### src/rtl/mvau_weight_seq.sv
// Weight-memory sequencer for the batch MVAU: walks the weight address through all
// synapse/neuron folds, fills the input buffer on the first fold and replays it afterwards.
module mvau_weight_seq #(
  parameter int MATRIXW      = 4,
  parameter int MATRIXH      = 4,
  parameter int SIMD         = 2,
  parameter int PE           = 2,
  parameter int SF           = MATRIXW / SIMD,
  parameter int NF           = MATRIXH / PE,
  parameter int WMEM_DEPTH   = SF * NF,
  parameter int WMEM_ADDR_BW = (WMEM_DEPTH > 1) ? $clog2(WMEM_DEPTH) : 1,
  parameter int SF_BW        = (SF > 1) ? $clog2(SF) : 1
) (
  input  logic                    aclk,
  input  logic                    aresetn,
  input  logic                    in_v,
  output logic                    in_rdy,
  input  logic                    out_rdy,
  output logic [WMEM_ADDR_BW-1:0] wmem_addr,
  output logic                    buf_wr_en,
  output logic [SF_BW-1:0]        buf_addr,
  output logic                    buf_rd_sel,
  output logic                    ce,
  output logic                    dp_v,
  output logic                    dp_sf_last,
  output logic                    dp_nf_last
);

  localparam int NF_BW = (NF > 1) ? $clog2(NF) : 1;
  localparam logic [SF_BW-1:0]        SF_MAX   = SF_BW'(SF - 1);
  localparam logic [NF_BW-1:0]        NF_MAX   = NF_BW'(NF - 1);
  localparam logic [WMEM_ADDR_BW-1:0] ADDR_MAX = WMEM_ADDR_BW'(WMEM_DEPTH - 1);

  typedef enum logic [0:0] {
    ST_FILL  = 1'b0,
    ST_REUSE = 1'b1
  } state_t;

  state_t                  state_r, state_nxt_s;
  logic [SF_BW-1:0]        sf_cnt_r, sf_nxt_s;
  logic [NF_BW-1:0]        nf_cnt_r, nf_nxt_s;
  logic [WMEM_ADDR_BW-1:0] wmem_addr_r, addr_nxt_s, addr_inc_s;
  logic                    reuse_s, ce_s, sf_last_s, nf_last_s;
  logic                    dp_v_r, dp_sf_last_r, dp_nf_last_r;

  // Decode the operand source from the FSM state
  always_comb begin
    reuse_s = 1'b0;
    case (state_r)
      ST_FILL:  reuse_s = 1'b0;
      ST_REUSE: reuse_s = 1'b1;
      default:  reuse_s = 1'b0;
    endcase
  end

  assign ce_s       = out_rdy && (reuse_s || in_v);
  assign sf_last_s  = (sf_cnt_r == SF_MAX);
  assign nf_last_s  = (nf_cnt_r == NF_MAX);
  assign addr_inc_s = (wmem_addr_r == ADDR_MAX) ? {WMEM_ADDR_BW{1'b0}}
                                                : wmem_addr_r + WMEM_ADDR_BW'(1);

  // Next-state and counter stepping; nothing moves without a step issue
  always_comb begin
    state_nxt_s = state_r;
    sf_nxt_s    = sf_cnt_r;
    nf_nxt_s    = nf_cnt_r;
    addr_nxt_s  = wmem_addr_r;
    if (ce_s) begin
      if (!sf_last_s) begin
        sf_nxt_s   = sf_cnt_r + SF_BW'(1);
        addr_nxt_s = addr_inc_s;
      end else if (!nf_last_s) begin
        sf_nxt_s    = {SF_BW{1'b0}};
        nf_nxt_s    = nf_cnt_r + NF_BW'(1);
        addr_nxt_s  = addr_inc_s;
        state_nxt_s = ST_REUSE;
      end else begin
        // last step of the vector: rewind everything for the next one
        sf_nxt_s    = {SF_BW{1'b0}};
        nf_nxt_s    = {NF_BW{1'b0}};
        addr_nxt_s  = {WMEM_ADDR_BW{1'b0}};
        state_nxt_s = ST_FILL;
      end
    end else begin
      state_nxt_s = state_r;
      sf_nxt_s    = sf_cnt_r;
      nf_nxt_s    = nf_cnt_r;
      addr_nxt_s  = wmem_addr_r;
    end
  end

  // FSM state, fold counters and weight address registers
  always_ff @(posedge aclk or negedge aresetn) begin
    if (!aresetn) begin
      state_r     <= ST_FILL;
      sf_cnt_r    <= {SF_BW{1'b0}};
      nf_cnt_r    <= {NF_BW{1'b0}};
      wmem_addr_r <= {WMEM_ADDR_BW{1'b0}};
    end else begin
      state_r     <= state_nxt_s;
      sf_cnt_r    <= sf_nxt_s;
      nf_cnt_r    <= nf_nxt_s;
      wmem_addr_r <= addr_nxt_s;
    end
  end

  // Datapath strobes delayed one cycle to line up with the synchronous weight read
  always_ff @(posedge aclk or negedge aresetn) begin
    if (!aresetn) begin
      dp_v_r       <= 1'b0;
      dp_sf_last_r <= 1'b0;
      dp_nf_last_r <= 1'b0;
    end else begin
      dp_v_r       <= ce_s;
      dp_sf_last_r <= ce_s && sf_last_s;
      dp_nf_last_r <= ce_s && sf_last_s && nf_last_s;
    end
  end

  assign in_rdy     = out_rdy && !reuse_s;
  assign buf_wr_en  = ce_s && !reuse_s;
  assign buf_addr   = sf_cnt_r;
  assign buf_rd_sel = reuse_s;
  assign ce         = ce_s;
  assign wmem_addr  = wmem_addr_r;
  assign dp_v       = dp_v_r;
  assign dp_sf_last = dp_sf_last_r;
  assign dp_nf_last = dp_nf_last_r;

endmodule

### config.mk
export PLATFORM = sky130hd
export DESIGN_NAME = mvau_weight_seq
export DESIGN_NICKNAME = d
export VERILOG_FILES = /design/src/rtl/mvau_weight_seq.sv
export SDC_FILE = /design/constraint.sdc
export NUM_CORES = 1
export LEC_CHECK = 0
export ABC_CLOCK_PERIOD_IN_PS = 1900
export CAP_MARGIN = 20
export CORE_AREA = 2 2 39 41
export CTS_CLUSTER_SIZE = 40
export DETAILED_ROUTE_END_ITERATION = 6
export DIE_AREA = 0 0 41 43
export GPL_ROUTABILITY_DRIVEN = 0
export PLACE_DENSITY = 0.53
export SYNTH_ARGS = -nofsm -noshare
export SYNTH_HDL_FRONTEND = slang
export SYNTH_SLANG_ARGS = --single-unit
### constraint.sdc
create_clock -name aclk -period 1.9 [get_ports aclk]
set_clock_uncertainty 0.2 [all_clocks]
set_input_delay 0.38 -clock aclk [delete_from_list [all_inputs] [get_ports aclk]]
set_output_delay 0.38 -clock aclk [all_outputs]
set_load 0.01 [all_outputs]
; ---- After elaboration in Yosys (flattened, before gate mapping)
; Index checks and enable logic that the tools add are counted.
[word_totals]
register_bits = 8
in_bits = 4
[classes]
addsub = 3
eq_ne = 1
muxes = 7
bitwise = 1
reduce_logical = 8
[ops]
columns = operator, n
row1 = $mux W2, 3
row2 = $logic_and A1 B1 Y1, 5
row3 = $mux W1, 3
row4 = $add A1 B1 Y1 const B, 2
row5 = $add A2 B1 Y2 const B, 1
row6 = $eq A2 B2 Y1 const B, 1
row7 = $pmux W1 S2, 1
row8 = $reduce_and A2 Y1, 1
row9 = $logic_not A1 Y1, 1
row10 = $logic_or A1 B1 Y1, 1
row11 = $not A1 Y1, 1

; ---- Depth between registers and ports, before layout
[logic_depth]
depth_word = 6
depth_mapped = 4
depth_no_buf = 4

; ---- Worst setup path before layout
; No wires, ideal clock.
[synth_path]
path_kind = register -> output
start = reg state_r
end = out buf_wr_en
t_arrival_ns = 0.910
t_required_ns = 1.320
slack_ns = 0.410
path_stages_with_launch = 4
path_cell_list = dfrtp_1 > buf_4 > nor2b_2 > and2_2
[synth_between]
elab_chain_len = 5
word_cells_on_any_way = 6
[synth_rtl]
columns = element, line_no
row1 = "start, declared", 39  ; state_t state_r, state_nxt_s;
row2 = "start signal, assigned", 100  ; state_r <= state_nxt_s;
row3 = $not A1 Y1, 49  ; case (state_r)
row4 = $pmux W1 S2 (*), 49
row5 = $logic_or A1 B1 Y1, 56  ; assign ce_s = out_rdy && (reuse_s || in_v);
row6 = $logic_and A1 B1 Y1, 56
row7 = $logic_and A1 B1 Y1 (*), 121  ; assign buf_wr_en = ce_s && !reuse_s;
row8 = "end, declared", 20  ; output logic buf_wr_en,
; Every way passes the cells marked *; elsewhere a longest branch is shown, timed or not.

; ---- Worst setup path after layout
; Ends and elaborated chain as after synthesis.

==> results.md <==
* finished clean — run status
* 2 — drt pass-1 iters
* 0 — max-cap violation count
* 47.9% — share of synthesized area occupied by flip-flops and latches
* 13 — count of buffers inserted at the top-level ports
* 3 — clock buffer count from CTS
* 0.544 mV — worst vdd rail ir drop
* 1760 um^2 — Die Outline Area
* 11.9 um — routed wirelength normalized by instance count
* sky130_fd_sc_hd__dfrtp_1 — slowest cell on the critical path
* 0.25 ns — clock insertion delay at the later pin of the skew report
* 0 — count of nets left with antenna violations after detail routing
* 3 — Max FO, Critical Path
* 29.8% — Seq pwr share
* reg2out — Crit Path Class
* 0 — total number of yosys warnings
* 17.4% — part of the total power dissipated in the clock network
* 542 MHz — fmax
* 538 um^2 — placed inst area
* 4.48 — vias per cell
* 59 — count of nets after finishing
* 325 — number of global-route vias before repair
* sky130_fd_sc_hd__dfrtp_1 (7), sky130_fd_sc_hd__clkdlybuf4s50_1 (7), sky130_fd_sc_hd__buf_4 (6) — highest-count cells in the layout ignoring fill and taps
* 1.85 ns — min cycle time layout
* 1.27 ns — Worst EP arrival
* 64 — cell total after placement
* yes — CTS tree
* false — unrepaired setup endpoints after global routing
* 21 — Yosys cell types
* 35.9% — switching share of total power
* 32.1% — share of layout cells above drive strength 1
* 0.351 ns — Tightest Pin Transition
* 37 — Mapped Nets
* output pin — Worst Setup End Kind
* 0.290 mW — switching pwr
* 0.06 ns — Clock transition at path regs
* 11.4 um^2 — Mean Syn Cell Area
* 9 — pin count of the biggest net entering global routing
* 1 — violation count after the first detailed-routing iteration
* 52.9% — part of the total power dissipated in combinational logic
* 1 — H-tree levels
* 1.32 ns — data required time of the worst path
* 0 — Congestion Overflow GR
* register — kind of start point of the critical path
* 97.2% — final clock period utilization by the worst path
* 43 um — y dimension of the die
* 26.4% — Initial Utilization
* 41 um — Chip Width
* 0 — hold violation count in the final report
* 576 um^2 — post-layout instance area
* 0 — final max-slew violation count
* in2async — class of the tightest hold or removal check
* 57.5% — Layout Area Growth over Synthesis
* 140 — number of fill cells
* 69 — count of placed standard cells in the final layout, fillers left out
* 1370 um — first-pass GRT wire length
* 0 — n_diodes
* 0.278 nW — Leakage
* 1400 nW/um^2 — power density over cell area
* 32 — number of instances in the synthesized netlist
* 14 — number of standard-cell rows in the floorplan
* 0.53 ns — R2R Setup Slk
* 1380 um^2 — Core Box Area
* 0.809 mW — Overall Power
* 7 — register bit total from synthesis
* 821 um — Detailed Route WL
* 0 — number of failing setup endpoints in the final timing report
* 0 — post-route DRC violation count
* 365 um^2 — cell area after technology mapping
* 7 — clk sink count
* 309 — total via count after detailed routing
* 0.38 ns — largest stage delay on the critical path
* 0 — number of buffers added to fix hold violations after cts
* 0.518 mW — Internal Power
* 11.9% — global-route usage over all layers
* 615 um — Final HPWL DP
* 14 — IO Pins
* 2 — CTS Buffer Depth
* 0 — initial antenna violation count
* 76.5% — relative max-transition margin
* sky130_fd_sc_hd__clkbuf_4 — Clk Tree Root Cell
* buf_4 -> nor2b_2 -> and2_2 -> clkdlybuf4s15_1 — chain of cells forming the critical path
-- final timing paths --
check / from / to / cells past startpoint
min in group aclk: out_rdy / dp_sf_last$_DFF_PN0_ / 3
max in group asynchronous: aresetn / wmem_addr[1]$_DFFE_PN0P_ / 1
max reg2reg: wmem_addr[0]$_DFFE_PN0P_ / wmem_addr[1]$_DFFE_PN0P_ / 4
max: state_r$_DFFE_PN0P_ / buf_wr_en / 4
min reg2reg: wmem_addr[1]$_DFFE_PN0P_ / wmem_addr[1]$_DFFE_PN0P_ / 2
min: aresetn / buf_addr$_DFFE_PN0P_ / 1
-- registers in the layout, summed over array words and instances, names as in the netlist --
| signal | cells |
|---|---|
| dp_v | 1 |
| state_r | 1 |
| wmem_addr | 2 |
| dp_nf_last | 1 |
| dp_sf_last | 1 |
| buf_addr | 1 |
-- metal layers --
metal  vias up  routed length (um)  part of all wire, %  global-route usage, %
li1        152                   -                    -                      -
met4         0                   0                    0                   10.0
met2         8                 443                   54                   19.1
met1       149                 332                   40                   12.6
met3         0                  45                  5.5                   1.57
met5         -                   0                    0                      0
-- through the flow --
| stage | hold WS (ns) | utilization (%) | setup TNS, ns | setup WS, ns |
|---|---|---|---|---|
| after floorplan | -0.116 | - | 0 | 0.410 |
| after global placement | 0.338 | 38.9 | -0.954 | -0.389 |
| after detailed placement | 0.381 | 38.9 | -1.01 | -0.404 |
| after CTS | 0.192 | 41.0 | 0 | 0.0158 |
| after global routing | 0.196 | 41.6 | 0 | 0.0161 |
| final | 0.194 | 41.6 | 0 | 0.0539 |
-- power groups by stage --
stage | registers (mW) | clock network, mW | logic (mW)
after floorplan | 0.279 | 0 | 0.188
after global placement | 0.246 | 0 | 0.413
after detailed placement | 0.252 | 0 | 0.419
after CTS | 0.244 | 0.146 | 0.431
after global routing | 0.251 | 0.156 | 0.466
final | 0.241 | 0.141 | 0.427
-- what timing repair did --
| action | 4_1_cts | 5_1_grt |
|---|---|---|
| endpoints found under the setup margin | 4 | 3 |
| gates resized for setup | 5 | 3 |
| buffers inserted | 1 | 0 |
-- kinds of logic (layout without fill, tap and decap cells) --
group	count (synthesis)	count (layout)	synth area share (%)
fa+ha+maj	1	1	3.42
buf+inv	4	25	6.16
flops	7	7	47.9
simple gates	14	14	26.4
xor+xnor	1	1	4.45
compound gates	5	5	11.6
-- synth_stat cells --
cell type | n | area share, %
sky130_fd_sc_hd__nand2_1 | 2 | 2.1
sky130_fd_sc_hd__o221ai_2 | 1 | 4.1
sky130_fd_sc_hd__nand3_1 | 1 | 1.4
sky130_fd_sc_hd__inv_1 | 2 | 2.1
sky130_fd_sc_hd__nor2b_2 | 1 | 2.4
sky130_fd_sc_hd__o221ai_1 | 1 | 2.4
sky130_fd_sc_hd__xor2_2 | 1 | 4.5
sky130_fd_sc_hd__nand3_2 | 1 | 2.7
sky130_fd_sc_hd__o21ai_0 | 1 | 1.4
sky130_fd_sc_hd__and2_2 | 1 | 2.1
sky130_fd_sc_hd__buf_4 | 2 | 4.1
sky130_fd_sc_hd__o21a_1 | 1 | 2.1
sky130_fd_sc_hd__nor2b_1 | 1 | 1.7
sky130_fd_sc_hd__dfrtp_1 | 7 | 48
sky130_fd_sc_hd__nor2b_4 | 1 | 3.8
sky130_fd_sc_hd__nor2_2 | 1 | 1.7
sky130_fd_sc_hd__nand4b_1 | 2 | 4.8
sky130_fd_sc_hd__ha_1 | 1 | 3.4
sky130_fd_sc_hd__and3_1 | 1 | 1.7
sky130_fd_sc_hd__a31oi_1 | 1 | 1.7
sky130_fd_sc_hd__nor2_1 | 2 | 2.1
-- worst max-delay path, delay by kind of cell, from the launching register on --
family | cells | cell delay (ns)
AND/OR/NAND/NOR | 2 | 0.25
buffers and inverters | 2 | 0.38
flip-flops | 1 | 0.38
-- final cells by class --
| cell class | instances | area, um^2 | share of cell area, % |
|---|---|---|---|
| flip-flops and latches | 7 | 175 | 30.4 |
| clock inverters | 1 | 5.00 | 0.870 |
| repair buffers | 19 | 173 | 30.0 |
| clock buffers | 3 | 22.5 | 3.91 |
| inverters | 2 | 7.51 | 1.30 |
| multi-input cells | 21 | 173 | 30.0 |
| well taps | 16 | 20.0 | 3.48 |
Note: power is estimated with default switching activity, not from simulation.
